===== config.mk =====
export PLATFORM = sky130hd
export DESIGN_NAME = dest_tag_pipe
export DESIGN_NICKNAME = d
export VERILOG_FILES = /design/src/rtl/pkg_core_ctrl.sv /design/src/rtl/sat_counter.sv /design/src/rtl/dest_tag_pipe.sv
export SDC_FILE = /design/constraint.sdc
export NUM_CORES = 1
export LEC_CHECK = 0
export BUFFER_PORTS_ARGS = -buffer_cell sky130_fd_sc_hd__buf_2
export CORE_ASPECT_RATIO = 0.5
export CORE_MARGIN = 1.5
export CORE_UTILIZATION = 55
export DETAILED_ROUTE_END_ITERATION = 12
export PLACE_DENSITY = 0.83
export REMOVE_ABC_BUFFERS = 1
export SYNTH_ARGS = -nofsm -noshare
export SYNTH_HDL_FRONTEND = slang
export SYNTH_SLANG_ARGS = --single-unit

===== constraint.sdc =====
create_clock -name CLK -period 3.15 [get_ports CLK]
set_clock_uncertainty 0.2 [all_clocks]
set_input_delay 0.315 -clock CLK [delete_from_list [all_inputs] [get_ports CLK]]
set_output_delay 0.315 -clock CLK [all_outputs]
set_load 0.05 [all_outputs]

===== src/rtl/pkg_core_ctrl.sv =====
// Shared control definitions for the core pipeline: tag width, NOP tag,
// per-stage destination control record and the default event counter width.
package pkg_core_ctrl;

    localparam int TAG_W = 4;
    localparam int CNT_W = 16;

    localparam logic [TAG_W-1:0] NOP_TAG = 4'd0;

    typedef struct packed {
        logic [TAG_W-1:0] tag;
        logic             rf_en;
        logic             ld_en;
    } stage_ctrl_t;

    localparam stage_ctrl_t STAGE_NOP = '{tag: NOP_TAG, rf_en: 1'b0, ld_en: 1'b0};

endpackage


===== src/rtl/sat_counter.sv =====
// Event counter that sticks at all-ones instead of wrapping.
module sat_counter #(
    parameter int CNT_W = 16
) (
    input  logic             clk,
    input  logic             rst_n,
    input  logic             inc,
    output logic [CNT_W-1:0] count
);

    logic [CNT_W-1:0] count_r;
    logic [CNT_W-1:0] count_nxt_s;
    logic             at_max_s;

    assign at_max_s = (count_r == {CNT_W{1'b1}});

    // Next-count selection: advance only on an event and only below saturation
    always_comb begin
        count_nxt_s = count_r;
        if (inc && !at_max_s) begin
            count_nxt_s = count_r + {{(CNT_W-1){1'b0}}, 1'b1};
        end else begin
            count_nxt_s = count_r;
        end
    end

    // Count register, cleared asynchronously
    always_ff @(posedge clk or negedge rst_n) begin
        if (!rst_n) begin
            count_r <= {CNT_W{1'b0}};
        end else begin
            count_r <= count_nxt_s;
        end
    end

    assign count = count_r;

endmodule


===== src/rtl/dest_tag_pipe.sv =====
// Carries destination tags and write-class enables from ID through EX/MEM/WB,
// replacing the ID instruction with a bubble on load-use stall or branch flush.
module dest_tag_pipe
    import pkg_core_ctrl::*;
#(
    parameter int TAG_W = pkg_core_ctrl::TAG_W,
    parameter int CNT_W = pkg_core_ctrl::CNT_W
) (
    input  logic             CLK,
    input  logic             RESET_N,
    input  logic [TAG_W-1:0] RD_ID,
    input  logic             rf_en_ID,
    input  logic             ld_en_ID,
    input  logic             C_Unit_MUX,
    input  logic             FLUSH,
    output logic [TAG_W-1:0] RW_EX,
    output logic [TAG_W-1:0] RW_MEM,
    output logic [TAG_W-1:0] RW_WB,
    output logic             enable_LD_EX,
    output logic             enable_RF_EX,
    output logic             enable_RF_MEM,
    output logic             enable_RF_WB,
    output logic [CNT_W-1:0] STALL_CNT,
    output logic [CNT_W-1:0] FLUSH_CNT
);

    stage_ctrl_t ex_r;
    stage_ctrl_t mem_r;
    stage_ctrl_t wb_r;
    stage_ctrl_t ex_nxt_s;
    logic        bubble_s;
    logic        stall_evt_s;
    logic        flush_evt_s;

    assign bubble_s = FLUSH | ~C_Unit_MUX;

    // EX input select: bubble or the ID instruction's control
    always_comb begin
        ex_nxt_s = STAGE_NOP;
        if (bubble_s) begin
            ex_nxt_s = STAGE_NOP;
        end else begin
            ex_nxt_s.tag   = RD_ID;
            ex_nxt_s.rf_en = rf_en_ID;
            ex_nxt_s.ld_en = ld_en_ID;
        end
    end

    // EX/MEM/WB stage registers; downstream stages never stall
    always_ff @(posedge CLK or negedge RESET_N) begin
        if (!RESET_N) begin
            ex_r  <= STAGE_NOP;
            mem_r <= STAGE_NOP;
            wb_r  <= STAGE_NOP;
        end else begin
            ex_r  <= ex_nxt_s;
            mem_r <= ex_r;
            wb_r  <= mem_r;
        end
    end

    // Flush wins when both requests arrive together: one bubble, one count
    always_comb begin
        flush_evt_s = 1'b0;
        stall_evt_s = 1'b0;
        if (FLUSH) begin
            flush_evt_s = 1'b1;
        end else if (!C_Unit_MUX) begin
            stall_evt_s = 1'b1;
        end else begin
            flush_evt_s = 1'b0;
            stall_evt_s = 1'b0;
        end
    end

    sat_counter #(.CNT_W(CNT_W)) u_stall_cnt (
        .clk   (CLK),
        .rst_n (RESET_N),
        .inc   (stall_evt_s),
        .count (STALL_CNT)
    );

    sat_counter #(.CNT_W(CNT_W)) u_flush_cnt (
        .clk   (CLK),
        .rst_n (RESET_N),
        .inc   (flush_evt_s),
        .count (FLUSH_CNT)
    );

    assign RW_EX         = ex_r.tag;
    assign RW_MEM        = mem_r.tag;
    assign RW_WB         = wb_r.tag;
    assign enable_LD_EX  = ex_r.ld_en;
    assign enable_RF_EX  = ex_r.rf_en;
    assign enable_RF_MEM = mem_r.rf_en;
    assign enable_RF_WB  = wb_r.rf_en;

endmodule


* Word-level counts from Yosys, hierarchy flattened *
Cells that the tools add are included.
Widths: inputs -> output; s select.

storage, ports and cells
  register bits = 48
  latch bits = 0
  RAM bits = 0
  ROM bits = 0
  bits of input ports = 10
  output and inout bits = 48
  memories kept = 0

cells by class
  add/subtract/negate cells = 2
  multipliers = 0
  divide/modulo/power cells = 0
  $lt $le $gt $ge = 0
  equality and inequality tests = 2
  shifts and indexed selects = 0
  mux-type cells = 4
  bitwise gates (word level) = 2
  reductions and logical operators = 4

operators with widths
  operator               count
  $add 16x1->16 const B  2
  $eq 16x16->1 const B   2
  $mux 6                 1
  $mux 1                 3
  $logic_and 1x1->1      2
  $logic_not 1->1        2
  $not 1->1              1
  $or 1x1->1             1

* Longest topological paths before layout *
Gate-level depths: netlist of the first run.

  word-level depth = 3
  mapped depth = 5
  depth with buffers taken out = 5

* Cells and area by module *
From an unflattened synthesis of the first run, not the netlist that was laid out.

second synthesis, totals
  cell total of the unflattened synthesis = 161
  area, all modules = 2058.2 um2

by module, submodules not included
  module         times used  cells an instance  area each (um2)
  sat_counter    2           69                 800.8
  dest_tag_pipe  1           23                 456.7

* Least setup slack after synthesis of the first run *
Ideal clock, no wire load.

  kind = flip-flop to flip-flop
  start point = register u_flush_cnt.count_r[8] (netlist: u_flush_cnt.count[8])
  end point = register u_flush_cnt.count_r[1] (netlist: u_flush_cnt.count[1])
  setup time = 125 ps
  arrival = 1855 ps
  required time = 2825 ps
  setup slack = 970 ps
  cell stages (with the launch flop) = 4
  cell sequence = dfrtp_1 nand4_1 o41ai_4 mux2_4

between the ends
  longest elaborated chain between the ends = 3

ends and longest elaborated chain
  element                   line               RTL
  start: declaration        sat_counter.sv:11  logic [CNT_W-1:0] count_r;
  start signal: assignment  sat_counter.sv:30  count_r <= {CNT_W{1'b0}};
  start signal: assignment  sat_counter.sv:32  count_r <= count_nxt_s;
  $eq 16x16->1              sat_counter.sv:15  assign at_max_s = (count_r == {CNT_W{1'b1}});
  $logic_not 1->1           sat_counter.sv:20  if (inc && !at_max_s) begin
  $logic_and 1x1->1         sat_counter.sv:20

No other way between the ends.
A chain may end at the register's enable or synchronous reset.

* Worst setup path in the final report of the first run *
  start point = register u_flush_cnt.count_r[0] (netlist: u_flush_cnt.count[0])
  end point = register u_flush_cnt.count_r[14] (netlist: u_flush_cnt.count[14])

between the ends
  longest elaborated chain between the ends = 3

ends and longest elaborated chain
  element
  branches (longest 3 deep; another with $add 16x1->16)

Parallel ways; which one is timed is not known.

==> results of run 1 <==
-- how the worst max path moves through the flow --
stage / from / end / slack [ps] / cells past startpoint
after global placement: u_flush_cnt.count[3] / u_flush_cnt.count[1] / 1270 / 3
after global routing: u_flush_cnt.count[8] / u_flush_cnt.count[1] / 1040 / 3
after floorplan: u_flush_cnt.count[8] / u_flush_cnt.count[1] / 970 / 3
after detailed placement: u_flush_cnt.count[8] / u_flush_cnt.count[1] / 1200 / 3
after CTS: u_flush_cnt.count[0] / u_flush_cnt.count[14] / 1150 / 5
final: u_flush_cnt.count[0] / u_flush_cnt.count[14] / 1100 / 5
-- cell type report --
type                    count  area share [%]
clock buffers               5            2.74
clock inverters             3            1.89
inverters                   2           0.299
multi-input cells         115            33.4
flip-flops and latches     48            47.8
well taps                  51            2.54
repair buffers             57            11.3
-- per-stage QoR --
stage / worst slack [ps] / hold WS, ps
6_report: 1100 / -20.9
5_1_grt: 1040 / 11.4
4_1_cts: 1150 / 8.33
3_5_place_dp: 1200 / 157
3_3_place_gp: 1270 / 154
2_1_floorplan: 970 / -181
-- kinds of logic (layout without fill, tap and decap cells) --
logic type      after synthesis  in the layout  synth area share [%]
flops                        48             48                  58.5
fa+ha+maj                     2              2                  1.22
buf+inv                       3             67                 0.609
mux                           3              3                  1.83
xor+xnor                     27             27                  11.5
simple gates                 70             70                  20.9
compound gates               13             13                  5.48
-- sequential cells by signal, indices dropped and copies added, names as in the netlist --
register,cells
u_stall_cnt.count,16
enable_RF_WB,1
RW_EX,4
enable_LD_EX,1
enable_RF_EX,1
RW_WB,4
enable_RF_MEM,1
RW_MEM,4
u_flush_cnt.count,16
-- synthesized netlist by cell type, drive strengths merged (2+ instances only) --
| cell type | instances |
|---|---|
| xnor2 | 6 |
| nand4 | 7 |
| mux2 | 3 |
| nand2 | 9 |
| ha | 2 |
| nor4 | 4 |
| nand3 | 12 |
| a31oi | 5 |
| or3 | 2 |
| xor2 | 21 |
| o2111ai | 2 |
| dfrtp | 48 |
| and3 | 3 |
| nor3 | 9 |
| and2 | 7 |
| nor2 | 9 |
| inv | 2 |
| a21oi | 3 |
-- power breakdown --
group | internal [mW] | total [mW] | switching [mW] | leakage, nW
sequential | 0.702 | 0.827 | 0.125 | 0.635
combinational | 0.151 | 0.592 | 0.442 | 0.644
clock | 0.239 | 0.458 | 0.219 | 0.0583
total | 1.09 | 1.88 | 0.786 | 1.34
-- metal layers --
metal,share of wire [%],GRT usage [%],up-vias
li1,-,-,722
met1,44,26.8,743
met2,50,37.6,44
met3,4.1,5.73,6
met4,1.1,8.00,0
met5,0,0,-
==> out/metrics.yaml, run 1 <==
r2r_end: "u_flush_cnt.count[14]"
worst_ep_arrival_time_ps: 2080
power.total_mw: 1.88
setup_viol: 0
diodes: 0
die_x_um: 89.4
rsz0062_at_grt: "false"
fin_crit_sh_pct: 65.0
start_util_pct: 58.5
mostFrequentLayoutCells: "buf_2 (57), dfrtp_1 (48), xor2_1 (21), nand3_1 (12)"
cts_max_path_buffers: 2
nets: 241
whs_ps: -20.9
wire_per_inst_um: 14.8
viasPerCell: 5.39
slew_headroom_pct: 31.0
tns_ps: 0
synthArstFlopShare_pct: 100
power.density_mw_per_mm2: 747
drt_iter0_markers: 91
cts.sinks: 48
violations: "negative hold slack"
cp_top_family: "simple AND/OR/NAND/NOR gates"
grt_pass1_vias: 1417
period_needed_ps: 2050
drc: 0
tightest_slew_ps: 1040
syn_avg_cell_area_um2: 12.4
port_buffers: 57
worstHoldPathType: "in -> async"
drive_gt1_share_pct: 33.0
post-cts-setup-buffer-count: 0
grt_use_total_pct: 21.7
cts_resized: 0
cp_cell_sequence: "ha_1, nand2_1, nor4_1, a31oi_1, a31oi_1"
grt_antenna_before_repair: 0
synth_top_cell_area_share_pct: 58.5
crit_path_top_delay_cell: "nor4_1"
max_stage_delay_ps: 580
num-fill-cells: 257
ios: 58
required_ps: 3180
grt_pass1_wl_mm: 6.58
start_kind: "flop"
maxCapViolations: 0
maxSlewViolCount: 0
yosysUniqueCellTypes: 34
synthTopCellsByArea: "dfrtp_1 (58%), xor2_1 (9.0%), nand3_1 (2.9%)"
seq_area_frac_synth_pct: 58.5
status: "finished with violations"
vias: 1515
crit_path_max_fanout: 6
reg2reg_slack_ps: 1100
synth_edf_count: 0
placedCellCount: 273
peakVddDrop_mv: 0.391
final_util_pct: 71.7
gp_congestion: 0.793
fin_area_mm2: 0.00251
r2r_cells: 5
post-dp-hpwl_mm: 2.84
final_common_cell: "buf_2"
syn_inst: 166
seqCellArea_mm2: 0.00120
drtAntennaViolNets: 0
cts_buffers: 5
reg2reg_from: "u_flush_cnt.count[0]"
ys_ff_latch: 48
die_h_um: 46.2
yosys.area.top_type: "dfrtp_1"
netlist_area_mm2: 0.00205
drt-total-wl_mm: 4.15
crit_path_frequent_cell: "a31oi_1"
p_leak_nw: 1.34
fmax_mhz: 489
grt_max_degree: 49
multi_input_area_um2: 841
clk_latency_ps: 310
cp-end-kind: "flop"
overflow: 0
h-tree-depth: 2
die-area_mm2: 0.00413
ys.flop_type: "dfrtp_1"
tritoncts: "done"
finalHoldViolations: 19
clk_pin_slew_ps: 90
firstDrtPassIters: 4
root_buffer: "clkbuf_8"
core_mm2: 0.00351
areaGrowthSynthToFinish_pct: 22.4
placed_cell_area_mm2: 0.00240
critPathKind: "reg -> reg"
yosysWarnings: 0
hold_buffers: 0
crit_buf_inv: 0
row_count: 15
final-instance-count-excl-fill: 281
No activity file was read; power rests on OpenSTA's default activity.
==> run 2, diff against run 1 <==
- CORE_UTILIZATION: 55 -> 51
- PLACE_DENSITY: 0.83 -> 0.77
- clock period: 3.15 -> 2.13 ns (I/O delays scaled with it)
==> run 2 against run 1 <==
Effect of this change: the run now ends clean; critical endpoint is now u_flush_cnt.count[1]; total power increased by 49%; highest routed layer unchanged; fmax increased by 5.5%; clock power grew 47%.
==> out/metrics.yaml, run 2 (same netlist as run 1, synthesis figures left out) <==
r2r_end: "u_flush_cnt.count[1]"
firstDrtPassIters: 4  # unchanged
clk_pin_slew_ps: 90  # about the same
maxSlewViolCount: 0  # unchanged
grt_use_total_pct: 18.8  # -2.9 points
vias: 1529  # +0.92%
final_util_pct: 67.4  # -4.3 points
tns_ps: 0  # unchanged
crit_start: "u_flush_cnt.count[3]"
row_count: 16  # +1
gp_congestion: 0.800  # +0.78%
areaGrowthSynthToFinish_pct: 27.4
maxCapViolations: 0  # unchanged
h-tree-depth: 2  # unchanged
peakVddDrop_mv: 0.541  # +38%
min_to: "u_flush_cnt.count[0]"
die_h_um: 47.9  # +3.6%
drc: 0  # unchanged
r2r_cells: 3  # -2
crit_path_max_fanout: 8  # +2
fin_crit_sh_pct: 91.0  # +26 points
tightest_slew_ps: 600  # -436 ps
reg2reg_from: "u_flush_cnt.count[3]"
cts_max_path_buffers: 2  # unchanged
grt_max_degree: 49  # unchanged
cts_resized: 0  # unchanged
fmax_mhz: 516  # +5.5%
mostFrequentLayoutCells: "buf_2 (57), dfrtp_1 (48), xor2_1 (21), nand3_1 (12)"
diodes: 0  # unchanged
status: "finished clean"
cts.sinks: 48  # unchanged
post-cts-setup-buffer-count: 0  # unchanged
overflow: 0  # unchanged
required_ps: 2130  # -1050 ps
viasPerCell: 5.18  # -3.9%
num-fill-cells: 308  # +20%
hold_buffers: 7  # +7
reg2reg_slack_ps: 190  # -910 ps
drt_iter0_markers: 67  # -26%
final_common_cell: "buf_2"
root_buffer: "clkbuf_8"
tritoncts: "done"
multi_input_area_um2: 841  # unchanged
worstHoldPathType: "in -> reg"
grt_pass1_vias: 1348  # -4.9%
setup_viol: 0  # unchanged
start_kind: "flop"
cp-end-kind: "flop"
nets: 252  # +4.6%
power.density_mw_per_mm2: 1070  # +43%
drtAntennaViolNets: 0  # unchanged
grt_pass1_wl_mm: 6.19  # -6.0%
placed_cell_area_mm2: 0.00243  # +1.4%
grt_antenna_before_repair: 0  # unchanged
ios: 58  # unchanged
drive_gt1_share_pct: 33.2  # +0.15 points
finalHoldViolations: 0  # -19
worst_ep_arrival_time_ps: 1940  # -140 ps
wire_per_inst_um: 13.7  # -7.0%
clk_latency_ps: 310  # about the same
hold_path_depth: 3
core_mm2: 0.00388  # +11%
post-dp-hpwl_mm: 2.86  # +0.63%
drt-total-wl_mm: 4.05  # -2.4%
slew_headroom_pct: 60.0  # +29 points
cts_buffers: 5  # unchanged
die_x_um: 92.8  # +3.7%
p_leak_nw: 1.38  # +3.5%
start_util_pct: 52.9  # -5.6 points
seqCellArea_mm2: 0.00120  # unchanged
critPathKind: "reg -> reg"
die-area_mm2: 0.00444  # +7.5%
rsz0062_at_grt: "false"
fin_area_mm2: 0.00262  # +4.1%
period_needed_ps: 1940  # -107 ps
port_buffers: 57  # unchanged
min_from: "FLUSH"
==> run 2: power by group <==
part,total [mW],internal [mW],switching (mW)
Clock,0.675,0.354,0.321
Sequential,1.21,1.04,0.174
Combinational,0.907,0.244,0.663
==> run 2: how the worst max path moves through the flow <==
stage	slack (ps)	endpoint	cells past startpoint
6_report	190	u_flush_cnt.count[1]	3
5_1_grt	50	u_stall_cnt.count[14]	5
4_1_cts	190	u_flush_cnt.count[1]	3
3_5_place_dp	200	u_flush_cnt.count[1]	3
3_3_place_gp	240	u_flush_cnt.count[1]	3
2_1_floorplan	-50	u_flush_cnt.count[1]	3
==> run 2: metal layers <==
layer  GRT usage [%]  up-vias  part of all wire (%)
met5               0        -                     0
met4            6.36        0                   1.2
met3            4.92        7                   4.1
met2            35.5       32                    52
met1            22.0      754                    43
li1                -      736                     -
==> run 2: layout make-up <==
cell class	instances	share of cell area, %
multi-input combinational	115	32.1
inverter	2	0.287
timing repair buffer	68	14.7
clock inverter	3	1.77
clock buffer	5	2.63
tap	54	2.58
sequential	48	45.9
==> run 2: metrics by stage <==
stage	worst slack (ps)	instances	hold WS [ps]	power [mW]
floorplan	-49.9	165	-283	1.87
global placement	245	280	131	2.09
detailed placement	202	280	141	2.13
CTS	189	295	69.6	2.81
global route	47.0	295	86.5	2.92
finish	191	295	74.8	2.79
==> run 2: critical path, cell delays in order (launching register included) <==
cell and delay (ps):
dfrtp_1 500, nand4_4 170, o41ai_4 610, mux2_4 350
